File: config.mk
export PLATFORM = sky130hd
export DESIGN_NAME = hazard_unit_fwd
export DESIGN_NICKNAME = d
export VERILOG_FILES = /design/src/rtl/hazard_unit_fwd.sv
export SDC_FILE = /design/constraint.sdc
export NUM_CORES = 1
export LEC_CHECK = 0
export CORE_MARGIN = 1.5
export CORE_UTILIZATION = 44
export DETAILED_ROUTE_END_ITERATION = 7
export HOLD_SLACK_MARGIN = 0.1
export MAX_ROUTING_LAYER = met4
export PLACE_DENSITY = 0.68
export SETUP_SLACK_MARGIN = 0.3
export SKIP_CTS_REPAIR_TIMING = 1
export SYNTH_ARGS = -nofsm -noshare
export SYNTH_HDL_FRONTEND = slang
export SYNTH_SLANG_ARGS = --single-unit
File: constraint.sdc
create_clock -name clk -period 4 [get_ports clk]
set_clock_uncertainty 0.2 [all_clocks]
set_input_delay 0.8 -clock clk [delete_from_list [all_inputs] [get_ports clk]]
set_output_delay 0.8 -clock clk [all_outputs]
set_load 0.03 [all_outputs]
File: src/rtl/hazard_unit_fwd.sv
// Decode-side hazard unit: tracks in-flight destinations, picks forwarding sources,
// stalls only on un-forwardable RAW hazards and holds a flush window after taken jumps.
module hazard_unit_fwd #(
    parameter  int ADDR_W       = 5,
    parameter  int DEPTH        = 3,
    parameter  int FLUSH_CYCLES = 2,
    parameter  int FWD_EN       = 1,
    parameter  int LOAD_STAGE   = 2,
    localparam int SEL_W        = $clog2(DEPTH + 1)
) (
    input  logic              clk,
    input  logic              rst,
    input  logic              stall,
    input  logic              jump_taken,
    input  logic [ADDR_W-1:0] rs1,
    input  logic [ADDR_W-1:0] rs2,
    input  logic              rs1_used,
    input  logic              rs2_used,
    input  logic [ADDR_W-1:0] rd,
    input  logic              rd_wr,
    input  logic              rd_is_load,
    output logic              control_hazard,
    output logic              data_hazard,
    output logic [SEL_W-1:0]  fwd_rs1_sel,
    output logic [SEL_W-1:0]  fwd_rs2_sel
);

    localparam int CNT_W = (FLUSH_CYCLES > 1) ? $clog2(FLUSH_CYCLES) : 1;

    // Stage 1 is the instruction that left decode most recently.
    logic [DEPTH:1]    r_valid;
    logic [DEPTH:1]    r_load;
    logic [ADDR_W-1:0] r_rd [1:DEPTH];
    logic [CNT_W-1:0]  r_cnt;

    logic             w_ctrl;
    logic             w_data;
    logic             w_hit1, w_hit2;
    logic             w_fw1, w_fw2;
    logic [SEL_W-1:0] w_k1, w_k2;

    assign w_ctrl = jump_taken | (r_cnt != '0);

    // Scan oldest to youngest so the youngest match overwrites older ones.
    always_comb begin
        w_hit1 = 1'b0;
        w_fw1  = 1'b0;
        w_k1   = '0;
        w_hit2 = 1'b0;
        w_fw2  = 1'b0;
        w_k2   = '0;
        for (int k = DEPTH; k >= 1; k--) begin
            if (r_valid[k] && (r_rd[k] == rs1) && (rs1 != '0) && rs1_used) begin
                w_hit1 = 1'b1;
                w_k1   = SEL_W'(k);
                w_fw1  = (FWD_EN != 0) && (!r_load[k] || (k >= LOAD_STAGE));
            end
            if (r_valid[k] && (r_rd[k] == rs2) && (rs2 != '0) && rs2_used) begin
                w_hit2 = 1'b1;
                w_k2   = SEL_W'(k);
                w_fw2  = (FWD_EN != 0) && (!r_load[k] || (k >= LOAD_STAGE));
            end
        end
    end

    assign w_data = ((w_hit1 & ~w_fw1) | (w_hit2 & ~w_fw2)) & ~w_ctrl;

    assign control_hazard = w_ctrl;
    assign data_hazard    = w_data;
    assign fwd_rs1_sel    = (w_ctrl | w_data | ~w_fw1) ? '0 : w_k1;
    assign fwd_rs2_sel    = (w_ctrl | w_data | ~w_fw2) ? '0 : w_k2;

    // A stalled or squashed decode instruction enters the tracker as a bubble.
    always_ff @(posedge clk or posedge rst) begin
        if (rst) begin
            r_valid <= '0;
            r_load  <= '0;
            r_cnt   <= '0;
            for (int k = 1; k <= DEPTH; k++) begin
                r_rd[k] <= '0;
            end
        end else if (!stall) begin
            for (int k = DEPTH; k >= 2; k--) begin
                r_valid[k] <= r_valid[k-1];
                r_load[k]  <= r_load[k-1];
                r_rd[k]    <= r_rd[k-1];
            end
            r_valid[1] <= rd_wr & (rd != '0) & ~w_data & ~w_ctrl;
            r_load[1]  <= rd_is_load;
            r_rd[1]    <= rd;
            if (jump_taken) begin
                r_cnt <= CNT_W'(FLUSH_CYCLES - 1);
            end else if (r_cnt != '0) begin
                r_cnt <= r_cnt - 1'b1;
            end
        end
    end

endmodule

==> results of run 1 <==
cell families (layout without fill, tap and decap cells):
family | Yosys count | in the layout
AO/OA/AOI/OAI | 11 | 11
AND/OR/NAND/NOR | 25 | 25
multiplexers | 19 | 19
XOR/XNOR | 30 | 30
buffers and inverters | 4 | 47
flip-flops | 20 | 20
routing by layer:
layer | wire (µm) | share of wire | GRT usage | vias to the layer above
li1 | - | - | - | 477
met1 | 1380 | 0.47 | 0.280 | 491
met2 | 1450 | 0.49 | 0.329 | 18
met3 | 80 | 0.027 | 0.0253 | 4
met4 | 38 | 0.013 | 0.0646 | 0
met5 | 0 | 0 | - | -
metrics by stage:
step           setup TNS [ns]  cells
2_1_floorplan               0    109
3_3_place_gp                0    177
3_5_place_dp         -0.00148    177
4_1_cts               -0.0100    181
5_1_grt                     0    183
6_report                    0    183
path summary, 6_finish.rpt:
check	startpoint	endpoint	slack (ns)	depth (start not counted)
setup / recovery	rs1[1]	fwd_rs1_sel[1]	0.31	6
hold / removal	r_cnt	r_cnt	0.32	1
setup reg to reg	r_rd[13]	r_valid[1]	2.33	6
hold reg to reg	r_cnt	r_cnt	0.32	1
max in group asynchronous	rst	r_rd[4]	2.41	2
min in group asynchronous	rst	r_rd[5]	0.72	2
power breakdown:
group	leakage [µW]	switching (µW)	internal [µW]
logic	0.000485	62.0	90.5
registers	0.000240	34.1	229
clock network	0.0000210	65.1	55.5
total	0.000745	161	375
state kept, by name (all words and copies together), names as in the netlist:
name     flops
r_cnt        1
r_load       1
r_valid      3
r_rd        15
final cells by class:
type,instances,share of cell area
sequential,20,0.284
tap,31,0.0220
inverter,1,0.00213
multi-input combinational,85,0.441
clock buffer,4,0.0206
timing repair buffer,42,0.230
cell usage after synthesis (2+ instances only):
master | count | area, µm²
nand4b_1 | 2 | 17.5
nand4_1 | 4 | 25.0
mux2_2 | 19 | 214
a2111oi_1 | 2 | 20.0
o21ai_4 | 2 | 32.5
or4_4 | 2 | 22.5
dfrtp_1 | 20 | 500
xnor2_1 | 22 | 193
nor3_1 | 4 | 20.0
nand2_1 | 5 | 18.8
nor4_1 | 2 | 12.5
a21oi_1 | 2 | 10.0
clkbuf_1 | 3 | 11.3
nor3_2 | 2 | 20.0
xor2_1 | 8 | 70.1
o31a_2 | 2 | 20.0
==> flow_summary_export.csv, run 1 <==
group,metric,value,unit
status,status,"finished clean",
timing,fmax,0.271,GHz
logic_synthesis,synthMuxAreaShare,0.170,
global_routing,grt_remaining_overflow,0,
global_routing,antenna_found_initial,0,
logic_synthesis,ys_warn_count,0,
logic_synthesis,syn_area,1260,µm²
floorplan,die_x,56.5,µm
cells_and_area,final_cell_mix,"22 x xnor2_1, 20 x dfrtp_1, 19 x mux2_2, 16 x buf_4, 15 x clkdlybuf4s50_1",
power,power_leakage,0.000745,µW
power,ir_worst_vdd,229,µV
setup_path,worstPathCellList,"clkdlybuf4s50_1, xnor2_1, nand4_1, o31a_2, a2111oi_1, buf_4",
cells_and_area,final_common_cell,"xnor2_1",
setup_path,crit_arrival,2.69,ns
timing,period_share,0.923,
logic_synthesis,synthXorXnorAreaFrac,0.209,
timing,max_slew.worst_pin.slew,0.959,ns
hold_path,hold_path.class,"reg2reg",
logic_synthesis,synth_adder_area_share,0,
setup_path,slowest_delay,0.65,ns
cells_and_area,antenna_cells,0,
cells_and_area,multi_input_area,777,µm²
setup_path,cp_top_family,"buffers and inverters",
global_routing,grt_pass1_wl,4970,µm
route,drtAntennaViolNets,0,
clocking,path_clk_slew,0.12,ns
global_routing,grt_start_max_net_pins,22,
run,cap_violations,0,
timing,rsz0062_at_grt,"yes",
placement,dp_hpwl,2350,µm
floorplan,io_pins,29,
cells_and_area,drive_gt1_frac,0.355,
floorplan,chipHeight,56.5,µm
timing,hold_slack,0.319,ns
logic_synthesis,synth-seq-area-share,0.398,
cells_and_area,register_area,500,µm²
power,power,537,µW
setup_path,start_kind,"primary input",
placement,dp_slack,-0.00148,ns
route,drc,0,
clocking,insertion_delay,0.30,ns
floorplan,start_util,0.460,
setup_path,path_class,"in2out",
route,drt_iter0_drc,18,
global_routing,grt_pass1_vias,1013,
timing,fin_ws,0.307,ns
clocking,cts_root_buf,"clkbuf_4",
setup_path,crit_required,3.00,ns
floorplan,rows,19,
setup_path,endpoint_kind,"output pin",
route,num_vias,990,
cells_and_area,fin_area,1760,µm²
cells_and_area,fillCellCount,233,
power,power.density,305,nW/µm²
cells_and_area,areaGrowthSynthToFinish,40.1,%
timing,setup_violations,0,
placement,place_congestion,0.861,
clocking,cts_buffers,3,
logic_synthesis,synthSimpleGateAreaFrac,0.130,
logic_synthesis,synth-seq-cells,20,
clocking,cts_max_level,1,
placement,io_buffers,28,
floorplan,die_area,3190,µm²
timing,max-slew-margin-rel,0.359,
route,viasPerCell,5.41,
logic_synthesis,avgSynthCellArea,11.5,µm²
cells_and_area,post-route-util,0.644,
placement,placed_area,1650,µm²
timing,slew_viol_final,0,
setup_path,path_buf_inv,2,
logic_synthesis,synth_edf_count,0,
route,post_drt_wl_per_cell,16.1,µm
global_routing,track_usage,0.208,
clocking,cts_tree,"built",
route,routed_wl,2940,µm
logic_synthesis,synthFlopType,"dfrtp_1",
setup_path,worst_path_max_delay_cell,"clkdlybuf4s50_1",
timing,hold_viol_final,0,
logic_synthesis,async_flop_share,1.00,
clocking,cts_max_path_buffers,2,
logic_synthesis,synthCells,109,
logic_synthesis,synth_fp_nets,132,
logic_synthesis,synth_compound_area_frac,0.0806,
logic_synthesis,ys_types,24,
floorplan,core,2730,µm²
timing,fin_crit,3.69,ns
logic_synthesis,synth_top_family_by_area,"XOR/XNOR gates",
setup_path,critPathMaxFanout,4,
clocking,clkSinkCount,20,
cells_and_area,nNetsFinal,176,
route,drtPass1Iterations,2,
Note: power is estimated with default switching activity, not from simulation.
==> run 2, diff against run 1 <==
==> constraint.sdc (replaced) <==
create_clock -name clk -period 4.45 [get_ports clk]
set_clock_uncertainty 0.2 [all_clocks]
set_input_delay 0.89 -clock clk [delete_from_list [all_inputs] [get_ports clk]]
set_output_delay 0.89 -clock clk [all_outputs]
set_load 0.03 [all_outputs]
==> flow_summary_export.csv, run 2 (synthesis results as in run 1) <==
group,metric,value,unit
status,status,"finished clean",
timing,finalSetupTns,0,ns
cells_and_area,reg_top3,"r_rd x15, r_valid x3",
placement,placed_cells,169,
setup_path,cp_top_family,"buffers and inverters",
timing,period_share,0.899,
timing,fin_ws,0.451,ns
power,power.density,314,nW/µm²
global_routing,grt_pass1_vias,1012,
clocking,path_clk_slew,0.11,ns
floorplan,chipHeight,56.5,µm
route,drtPass1Iterations,4,
clocking,clkSinkCount,20,
route,num_vias,959,
setup_path,crit_arrival,2.91,ns
global_routing,grt_pass1_wl,4600,µm
clocking,cts_max_level,1,
floorplan,rows,19,
power,power,517,µW
timing,max_slew.worst_pin.slew,0.889,ns
timing,rsz0062_at_grt,"no",
global_routing,track_usage,0.190,
cells_and_area,multi_input_area,748,µm²
floorplan,die_area,3190,µm²
timing,hold_viol_final,0,
placement,place_congestion,0.881,
route,drtAntennaViolNets,0,
timing,setup_violations,0,
cells_and_area,final_cell_mix,"23 x clkdlybuf4s50_1, 22 x xnor2_1, 20 x dfrtp_1, 19 x mux2_2",
floorplan,io_pins,29,
cells_and_area,nNetsFinal,166,
timing,fmax,0.250,GHz
cells_and_area,final_common_cell,"clkdlybuf4s50_1",
placement,dp_hpwl,2110,µm
global_routing,grt_start_max_net_pins,22,
cells_and_area,register_area,500,µm²
floorplan,die_x,56.5,µm
route,post_drt_wl_per_cell,15.5,µm
global_routing,grt_remaining_overflow,0,
cells_and_area,areaGrowthSynthToFinish,30.9,%
timing,slew_viol_final,0,
cells_and_area,largest_register_ffs,15,
route,drc,0,
power,ir_worst_vdd,342,µV
power,power_leakage,0.000625,µW
hold_path,hold_path.class,"reg2reg",
setup_path,critPathMaxFanout,4,
cells_and_area,fillCellCount,224,
clocking,cts_tree,"built",
route,routed_wl,2680,µm
route,drt_iter0_drc,16,
setup_path,worstPathCellList,"clkdlybuf4s50_1, or4_4, o21ai_4, nor3_2, a2111oi_1, buf_4",
setup_path,path_buf_inv,2,
setup_path,worst_path_max_delay_cell,"or4_4",
run,cap_violations,0,
clocking,insertion_delay,0.30,ns
route,viasPerCell,5.54,
cells_and_area,regMostFlops,"r_rd",
setup_path,path_class,"in2out",
placement,dp_slack,0.183,ns
floorplan,start_util,0.460,
cells_and_area,post-route-util,0.602,
setup_path,slowest_delay,0.57,ns
setup_path,crit_required,3.36,ns
cells_and_area,fin_cells,173,
floorplan,core,2730,µm²
cells_and_area,drive_gt1_frac,0.289,
clocking,cts_root_buf,"clkbuf_4",
clocking,cts_buffers,3,
setup_path,endpoint_kind,"output pin",
clocking,cts_max_path_buffers,2,
global_routing,antenna_found_initial,0,
timing,max-slew-margin-rel,0.406,
cells_and_area,antenna_cells,0,
timing,fin_crit,4.00,ns
placement,io_buffers,28,
setup_path,start_kind,"primary input",
[run 2: area by class of cell]
cell class                      count  share of cell area
Clock buffer                        3              0.0137
Multi-Input combinational cell     85               0.454
Sequential cell                    20               0.304
Clock inverter                      1              0.0182
Timing Repair Buffer               32               0.184
Tap cell                           31              0.0236
Inverter                            1             0.00228
[run 2: path summary, 6_finish.rpt]
kind | from | end | slack (ns) | depth (start not counted)
worst max-delay path | rs1[3] | fwd_rs2_sel[1] | 0.45 | 6
max in group asynchronous | rst | r_rd[12] | 2.77 | 2
worst min-delay path | r_cnt | r_cnt | 0.32 | 1
worst min register to register | r_cnt | r_cnt | 0.32 | 1
worst max register to register | r_rd[10] | r_valid[1] | 2.77 | 5
min in group asynchronous | rst | r_valid[3] | 0.80 | 2
[run 2: per-layer routing]
metal	part of all wire	vias up	global-route usage
met5	0	-	-
met4	0.017	0	0.0374
met3	0.048	4	0.0484
met2	0.47	24	0.312
met1	0.47	468	0.239
li1	-	463	-
[run 2: stage by stage]
step / cell area, µm² / hold slack (ns)
after floorplan: 1260 / 0.271
after global placement: 1590 / 0.279
after detailed placement: 1590 / 0.295
after CTS: 1640 / 0.323
after global routing: 1650 / 0.349
final: 1650 / 0.317
[run 2: power by group]
part / leakage, µW / internal, µW / switching [µW]
clock: 0.0000279 / 91.0 / 60.1
sequential: 0.000240 / 206 / 31.4
combinational: 0.000357 / 77.4 / 50.9
total: 0.000625 / 375 / 142
